==> config.mk <==
export PLATFORM = sky130hd
export DESIGN_NAME = fifo_bank_4
export DESIGN_NICKNAME = d
export VERILOG_FILES = /design/src/rtl/fifo_bank_4_pkg.sv /design/src/rtl/fifo_bank_4_lane.sv /design/src/rtl/fifo_bank_4.sv
export SDC_FILE = /design/constraint.sdc
export NUM_CORES = 1
export LEC_CHECK = 0
export ABC_AREA = 1
export CORE_ASPECT_RATIO = 1.4
export CORE_MARGIN = 8
export CORE_UTILIZATION = 38
export DETAILED_ROUTE_END_ITERATION = 8
export SLEW_MARGIN = 5
export SYNTH_ARGS = -nofsm -noshare
export SYNTH_HDL_FRONTEND = slang
export SYNTH_HIERARCHICAL = 1
export SYNTH_SLANG_ARGS = --single-unit
==> constraint.sdc <==
create_clock -name clk -period 2.35 [get_ports clk]
set_input_delay 0.3525 -clock clk [delete_from_list [all_inputs] [get_ports clk]]
set_output_delay 0.3525 -clock clk [all_outputs]
set_load 0.02 [all_outputs]
==> src/rtl/fifo_bank_4_pkg.sv <==
// fifo_bank_4_pkg: shared sizing defaults and helpers for the four-lane FIFO bank
package fifo_bank_4_pkg;
   localparam int LANES      = 4;
   localparam int DATA_W_DEF = 12;
   localparam int DEPTH_DEF  = 8;
   localparam int PTR_W_DEF  = 3;
   function automatic logic multi_hot(input logic [LANES-1:0] v);
      return |(v & (v - LANES'(1)));
   endfunction
endpackage

==> src/rtl/fifo_bank_4_lane.sv <==
// fifo_lane: one circular FIFO lane with registered read port and sticky error flags
import fifo_bank_4_pkg::*;
module fifo_lane #(
   parameter int DATA_W = DATA_W_DEF,
   parameter int DEPTH  = DEPTH_DEF,
   parameter int PTR_W  = PTR_W_DEF
) (
   input  logic              clk,
   input  logic              reset,
   input  logic              push,
   input  logic              illegal,
   input  logic              pop,
   input  logic [DATA_W-1:0] data_in,
   input  logic [PTR_W:0]    afull_thr,
   input  logic [PTR_W:0]    aempty_thr,
   output logic [DATA_W-1:0] data_out,
   output logic              valid_out,
   output logic              full,
   output logic              empty,
   output logic              almost_full,
   output logic              almost_empty,
   output logic              overflow,
   output logic              underflow
);
   logic [DATA_W-1:0] mem [DEPTH];
   logic [PTR_W-1:0]  wr_ptr, rd_ptr;
   logic [PTR_W:0]    count;
   logic              wr, rd;
   assign full         = count == (PTR_W+1)'(DEPTH);
   assign empty        = count == '0;
   assign almost_full  = count >= afull_thr;
   assign almost_empty = count <= aempty_thr;
   assign rd = pop & ~empty;
   // a full lane still accepts a write when a read frees a slot on the same edge
   assign wr = push & ~illegal & (~full | rd);
   always_ff @(posedge clk)
      if (wr && !reset) mem[wr_ptr] <= data_in;
   always_ff @(posedge clk) begin
      if (reset) begin
         wr_ptr    <= '0;
         rd_ptr    <= '0;
         count     <= '0;
         data_out  <= '0;
         valid_out <= 1'b0;
         overflow  <= 1'b0;
         underflow <= 1'b0;
      end else begin
         if (wr) wr_ptr <= wr_ptr + PTR_W'(1);
         if (rd) rd_ptr <= rd_ptr + PTR_W'(1);
         if (rd) data_out <= mem[rd_ptr];
         count     <= count + (PTR_W+1)'(wr) - (PTR_W+1)'(rd);
         valid_out <= rd;
         overflow  <= overflow | (push & ~wr);
         underflow <= underflow | (pop & empty);
      end
   end
endmodule

==> src/rtl/fifo_bank_4.sv <==
// fifo_bank_4: four independent FIFO lanes behind a one-hot push strobe
import fifo_bank_4_pkg::*;
module fifo_bank_4 #(
   parameter int DATA_W = DATA_W_DEF,
   parameter int DEPTH  = DEPTH_DEF,
   parameter int PTR_W  = PTR_W_DEF
) (
   input  logic                    clk,
   input  logic                    reset,
   input  logic [3:0]              push,
   input  logic [DATA_W-1:0]       data_in,
   input  logic [3:0]              pop,
   input  logic [PTR_W:0]          afull_thr,
   input  logic [PTR_W:0]          aempty_thr,
   output logic [4*DATA_W-1:0]     data_out,
   output logic [3:0]              valid_out,
   output logic [3:0]              full,
   output logic [3:0]              empty,
   output logic [3:0]              almost_full,
   output logic [3:0]              almost_empty,
   output logic [3:0]              overflow,
   output logic [3:0]              underflow
);
   logic illegal;
   assign illegal = multi_hot(push);
   for (genvar i = 0; i < 4; i++) begin : g_lane
      fifo_lane #(.DATA_W(DATA_W), .DEPTH(DEPTH), .PTR_W(PTR_W)) u_lane (
         .clk(clk), .reset(reset), .push(push[i]), .illegal(illegal), .pop(pop[i]),
         .data_in(data_in), .afull_thr(afull_thr), .aempty_thr(aempty_thr),
         .data_out(data_out[DATA_W*i +: DATA_W]), .valid_out(valid_out[i]),
         .full(full[i]), .empty(empty[i]), .almost_full(almost_full[i]),
         .almost_empty(almost_empty[i]), .overflow(overflow[i]), .underflow(underflow[i])
      );
   end
endmodule
# ---- After elaboration in Yosys (flattened, before gate mapping)
# Memories as Yosys holds them, arrays and structs flattened. A register that Yosys moved wholly into a read port is not among the register bits.
# Index checks and enable logic that the tools add are counted.
dict set report classes {
  magnitude_cmp 8
  n_addsub 17
  mux 8
  n_reduce_logical 10
  bitwise_logic 46
  n_eq_ne 4
}
# op n
set ops {}
lappend ops {{$add A3 B1 Y3 const B} 8}
lappend ops {{$and A1 B1 Y1} 20}
lappend ops {{$add A4 B1 Y4} 4}
lappend ops {{$eq A4 B4 Y1 const B} 4}
lappend ops {{$ge A4 B4 Y1} 4}
lappend ops {{$le A4 B4 Y1} 4}
lappend ops {{$logic_not A4 Y1} 4}
lappend ops {{$sub A4 B1 Y4} 4}
lappend ops {{$not A1 Y1} 13}
lappend ops {{$or A1 B1 Y1} 12}
lappend ops {{$mux W1} 8}
lappend ops {{$and A4 B4 Y4} 1}
lappend ops {{$logic_and A1 B1 Y1} 4}
lappend ops {{$reduce_or A4 Y1} 1}
lappend ops {{$sub A4 B1 Y4 const B} 1}
lappend ops {{$logic_not A1 Y1} 1}
dict set report totals {
  ramBits 384
  output_inout_bits 76
  mem_count 4
  input_bits 30
  register_bits 52
}
# name depth width read_ports rd_clocked_by_memory_dff write_ports line
set memory_table {}
lappend memory_table {{g_lane[0].u_lane.mem} 8 12 1 1 1 fifo_bank_4_lane.sv:25} ;# logic [DATA_W-1:0] mem [DEPTH];
lappend memory_table {{g_lane[1].u_lane.mem} 8 12 1 1 1 fifo_bank_4_lane.sv:25}
lappend memory_table {{g_lane[2].u_lane.mem} 8 12 1 1 1 fifo_bank_4_lane.sv:25}
lappend memory_table {{g_lane[3].u_lane.mem} 8 12 1 1 1 fifo_bank_4_lane.sv:25}

# ---- Longest topological paths before layout
dict set report depth {
  ltp_word 9
  depth_mapped 15
}

# ---- By module
# The synthesis kept the hierarchy.
# mod cells_each area_each_um2 instances seq_area_each_um2
set by_module_without_submodules {}
lappend by_module_without_submodules {{fifo_lane (g_lane[1].u_lane ...)} 540 5332.6 3 3383.2}
lappend by_module_without_submodules {{fifo_lane (g_lane[0].u_lane)} 540 5333.9 1 3383.2}
lappend by_module_without_submodules {fifo_bank_4 8 30.0 1 0.0}

# ---- Worst setup path before layout
# No wires, ideal clock.
dict set report synth_timing {
  path_type {reg2reg}
  start {reg g_lane[0].u_lane.count[2]}
  end {mem g_lane[0].u_lane/mem[4][0] in the netlist's numbering, enable pin}
  t_arrival_ns 1.979
  stages_incl_launch_ff 7
  path_buffers 0
  setup_slack_ns -0.025
  required_time_ns 1.954
  setup_ns 0.396
  cell_sequence {dfxtp_1 > inv_1 > ha_1 > nor3b_2 > nand2_1 > nand3b_1 > nor3_1}
}
# element line
set synth_rtl {}
lappend synth_rtl {{from (decl)} fifo_bank_4_lane.sv:27} ;# logic [PTR_W:0] count;
lappend synth_rtl {{from (signal assigned)} fifo_bank_4_lane.sv:51} ;# count <= count + (PTR_W+1)'(wr) - (PTR_W+1)'(rd);
lappend synth_rtl {{$eq A4 B4 Y1} fifo_bank_4_lane.sv:29} ;# assign full = count == (PTR_W+1)'(DEPTH);
lappend synth_rtl {{named net full[0]} fifo_bank_4.sv:17} ;# output logic [3:0] full,
lappend synth_rtl {{$not A1 Y1} fifo_bank_4_lane.sv:35} ;# assign wr = push & ~illegal & (~full | rd);
lappend synth_rtl {{$or A1 B1 Y1} fifo_bank_4_lane.sv:35}
lappend synth_rtl {{$and A1 B1 Y1} fifo_bank_4_lane.sv:35}
lappend synth_rtl {{$logic_and A1 B1 Y1} fifo_bank_4_lane.sv:37} ;# if (wr && !reset) mem[wr_ptr] <= data_in;
lappend synth_rtl {{$mux W1} fifo_bank_4_lane.sv:37}
lappend synth_rtl {{$mux W1 (not written as such)} fifo_bank_4_lane.sv:37}
lappend synth_rtl {{to (decl)} fifo_bank_4_lane.sv:25}
# The timed path passes the listed nets, and every way through them passes these cells.

# ---- Final worst setup path
dict set report layout_timing {
  start {in afull_thr[3]}
  end {out almost_full[3]}
}
dict set report layout_between {
  elab_chain_cells 1
}
# element line
set layout_lines {}
lappend layout_lines {{from (decl)} fifo_bank_4.sv:13} ;# input logic [PTR_W:0] afull_thr,
lappend layout_lines {{$ge A4 B4 Y1} fifo_bank_4_lane.sv:31} ;# assign almost_full = count >= afull_thr;
lappend layout_lines {{to (decl)} fifo_bank_4.sv:19} ;# output logic [3:0] almost_full,
# No other way between the ends.

==> results.cfg <==
[status]
status = finished clean

[detailed_routing]
avgRoutedWirePerCell_um = 16.2
first_pass_iters = 6
vias = 14800
drc = 0
routed_wl_um = 50600
postRouteAntennaNets = 0
via_per_inst = 4.75
dr.first_iter.drc_count = 895

[synthesis]
synth_top_area_share_pct = 54.0
ys_top_cells_by_count = 586 x nand2_1, 389 x inv_1, 384 x edfxtp_1
synth_most_common_cell = nand2_1
synth_seq_cells = 484
async_reset_ff_share_pct = 0
yosys.area.top_type = edfxtp_1
netlist_instances = 2168
ys_warn_count = 6
synth-compound-area-share_pct = 2.81
synthMuxAreaShare_pct = 0
synth-simple-area-share_pct = 19.9
synth_xor_area_share_pct = 0.328
ys_dominant_reg_cell = edfxtp_1
synth_fa_ha_area_share_pct = 4.12
netlist_top_cells_area = edfxtp_1 54%, nand2_1 10%, dfxtp_1 9.4%
syn-cell-area_mm2 = 0.0214
synth.distinct_cells = 23
yosysSeqAreaShare_pct = 63.4
synth_nets = 2266
synth_top_family_by_area = simple AND/OR/NAND/NOR gates
synth-edff-count = 384
synth.avg_cell_area_um2 = 9.85

[sta]
hold_viol_final = 0
slew_viol_final = 0
fin_crit_sh_pct = 99.3
fin_setup_tns_ns = 0
finalSetupViolCount = 0
fmax_mhz = 428
setup_ws_ns = 0.0162
fin_crit_ns = 2.33
worstMarginPinSlew_ns = 0.565
slew_headroom_pct = 62.3
fin_skew_ns = 0.0153
rsz0062_at_grt = no

[min_path]
hp-class = input port to register
holdPathEnd = g_lane[3].u_lane/count[1]$_SDFF_PP0_
holdCritStartpoint = reset
whs_path_depth = 2

[power_and_ir_drop]
p_int_mw = 16.9
clock_power_share_pct = 30.8
p_per_area_mw_per_mm2 = 980
sequentialPowerShare_pct = 40.6
p_leak_nw = 10.8
p_total_mw = 24.9
p_sw_share_pct = 32.0
power_frac_comb_pct = 28.6
switchingPower_mw = 7.96
ir_worst_vdd_v = 0.000555

[clock_network]
path_clk_slew_ns = 0.06
cts_hold_buf = 0
clkSinkCount = 484
clockBufferDepth = 3
cts_tree = yes
numCtsBuffers = 46
postCtsSetupRepairBufs = 0
cts_root_buffer = clkbuf_16
htreeDepth = 2
clk_latency_ns = 0.56

[setup_path]
critical_path_required_ns = 2.00
timing.rr.end = g_lane[1].u_lane/count[2]$_SDFF_PP0_
rr_worst_depth = 13
path_max_fanout = 4
r2r-start = g_lane[1].u_lane/count[2]$_SDFF_PP0_
slowest_delay_ns = 0.59
cp-end-kind = output port
path_cells = clkdlybuf4s50_1, inv_1, ha_1, a21oi_1, nand3_1, dlygate4sd2_1
path_class = input port to output port
start_kind = input port
reg2reg_slack_ns = 0.16
crit_arrival_ns = 1.98
critPathSlowestCell = clkdlybuf4s50_1

[placement]
pre_cts_ws_ns = -0.452
gp_congestion = 0.822
dp_hpwl_um = 33700
io_buffers = 105

[die]
rows = 103
coreArea_mm2 = 0.0561
die_w_um = 216
ios = 106
start_util_pct = 38.1
die_area_mm2 = 0.0642
die_h_um = 297

[grt]
antenna_found_initial = 2
track_usage_pct = 15.5
grt_max_degree = 50
grt_pass1_vias = 14900
grt_pass1_wl_um = 79100
grt_overflow = 0

[cells_and_area]
final_layout_size_suffix_gt1_share_pct = 9.68
fillers = 5171
final_nets = 2447
syn2layout_area_growth_pct = 18.7

[flow_run]
drv_cap = 0
repair_timing:
item                                    in CTS  in global routing
endpoints found under the setup margin      14                 17
cloned                                       0                  0
gates resized for setup                     38                 27
pin swaps                                    0                  1
per-layer routing:
metal / track usage [%] / vias to the layer above / routed length (um)
met4: 8.33 / 2 / 2420
met5: 0 / - / 11
met3: 2.27 / 109 / 2030
li1: - / 7369 / -
met1: 17.5 / 7082 / 20500
met2: 27.9 / 281 / 25700
sequential cells by signal, summed over array words and instances (netlist names):
register and flops:
g_lane.u_lane/count 16, g_lane.u_lane/data_out 48, g_lane.u_lane/mem 384, g_lane.u_lane/overflow 4, g_lane.u_lane/rd_ptr 12, g_lane.u_lane/underflow 4
g_lane.u_lane/valid_out 4, g_lane.u_lane/wr_ptr 12
critical path, delay by kind of cell:
| kind | cells | cell delay, ns |
|---|---|---|
| AOI/OAI and AO/OA | 1 | 0.17 |
| and+or+nand+nor | 1 | 0.12 |
| adders and majority gates | 1 | 0.33 |
| buffers and inverters | 3 | 1.01 |
per-stage QoR:
stage | std cells | hold slack [ns] | utilization [%] | cell area (um^2)
floorplan | 2168 | 0.422 | - | 21400
global route | 3122 | 0.205 | 45.2 | 25400
global placement | 3036 | 0.437 | 42.4 | 23800
finish | 3125 | 0.196 | 45.2 | 25400
CTS | 3122 | 0.176 | 45.2 | 25300
detailed placement | 3036 | 0.440 | 42.4 | 23800
power by group through the flow:
stage	Combinational, mW	Sequential (mW)	Clock [mW]
6_report	7.12	10.1	7.65
5_1_grt	7.92	10.2	8.11
4_1_cts	7.18	10.1	7.83
3_5_place_dp	7.23	10.3	0
3_3_place_gp	7.05	10.3	0
2_1_floorplan	4.26	10.6	0
final cells by class:
type | instances | area, um^2 | share of cell area (%)
clock buffers | 65 | 1340 | 5.27
well taps | 735 | 920 | 3.63
flip-flops and latches | 484 | 13500 | 53.4
diodes | 3 | 7.51 | 0.0296
repair buffers | 221 | 1990 | 7.83
multi-input cells | 1199 | 5850 | 23.1
inverters | 397 | 1490 | 5.88
clock inverters | 21 | 225 | 0.888
cells by family after synthesis:
| kind of cell | count (synthesis) |
|---|---|
| AOI/OAI and AO/OA | 116 |
| xor gates and xnor gates | 8 |
| adders and majority gates | 68 |
| buffers and inverters | 485 |
| DFF | 484 |
| and+or+nand+nor | 1007 |
placed cells by master, fill, tap and decap left out, types with 4 or more instances in the layout:
cell type,instances
buf_2,6
clkbuf_1,11
clkinv_2,9
inv_1,388
dlygate4sd2_1,7
buf_4,109
clkinv_1,6
nand3_1,319
clkbuf_8,5
edfxtp_1,384
inv_2,9
dfxtp_2,7
nand2_1,578
fa_1,4
nand2_2,11
nand4_1,4
o21ai_0,20
clkdlybuf4s50_1,86
nor2_1,77
clkbuf_16,49
o211ai_1,4
a21oi_1,88
bufinv_16,5
nor3b_2,4
nand3b_1,4
dlymetal6s2s_1,4
nor3_1,5
buf_12,8
xor2_1,8
dfxtp_1,92
ha_1,64
how the worst max path moves through the flow:
stage	slack, ns	to	startpoint	cells after the start
floorplan	0.003	g_lane[0].u_lane/mem[5][0]$_DFFE_PP_	g_lane[0].u_lane/count[2]$_SDFF_PP0_	6
global placement	-0.46	g_lane[3].u_lane/count[2]$_SDFF_PP0_	push[1]	14
detailed placement	-0.45	g_lane[3].u_lane/count[2]$_SDFF_PP0_	push[1]	14
CTS	-0.01	almost_full[2]	g_lane[2].u_lane/count[3]$_SDFF_PP0_	5
global route	0.001	almost_full[3]	afull_thr[3]	6
finish	0.02	almost_full[3]	afull_thr[3]	6
Note: power is estimated with default switching activity, not from simulation.
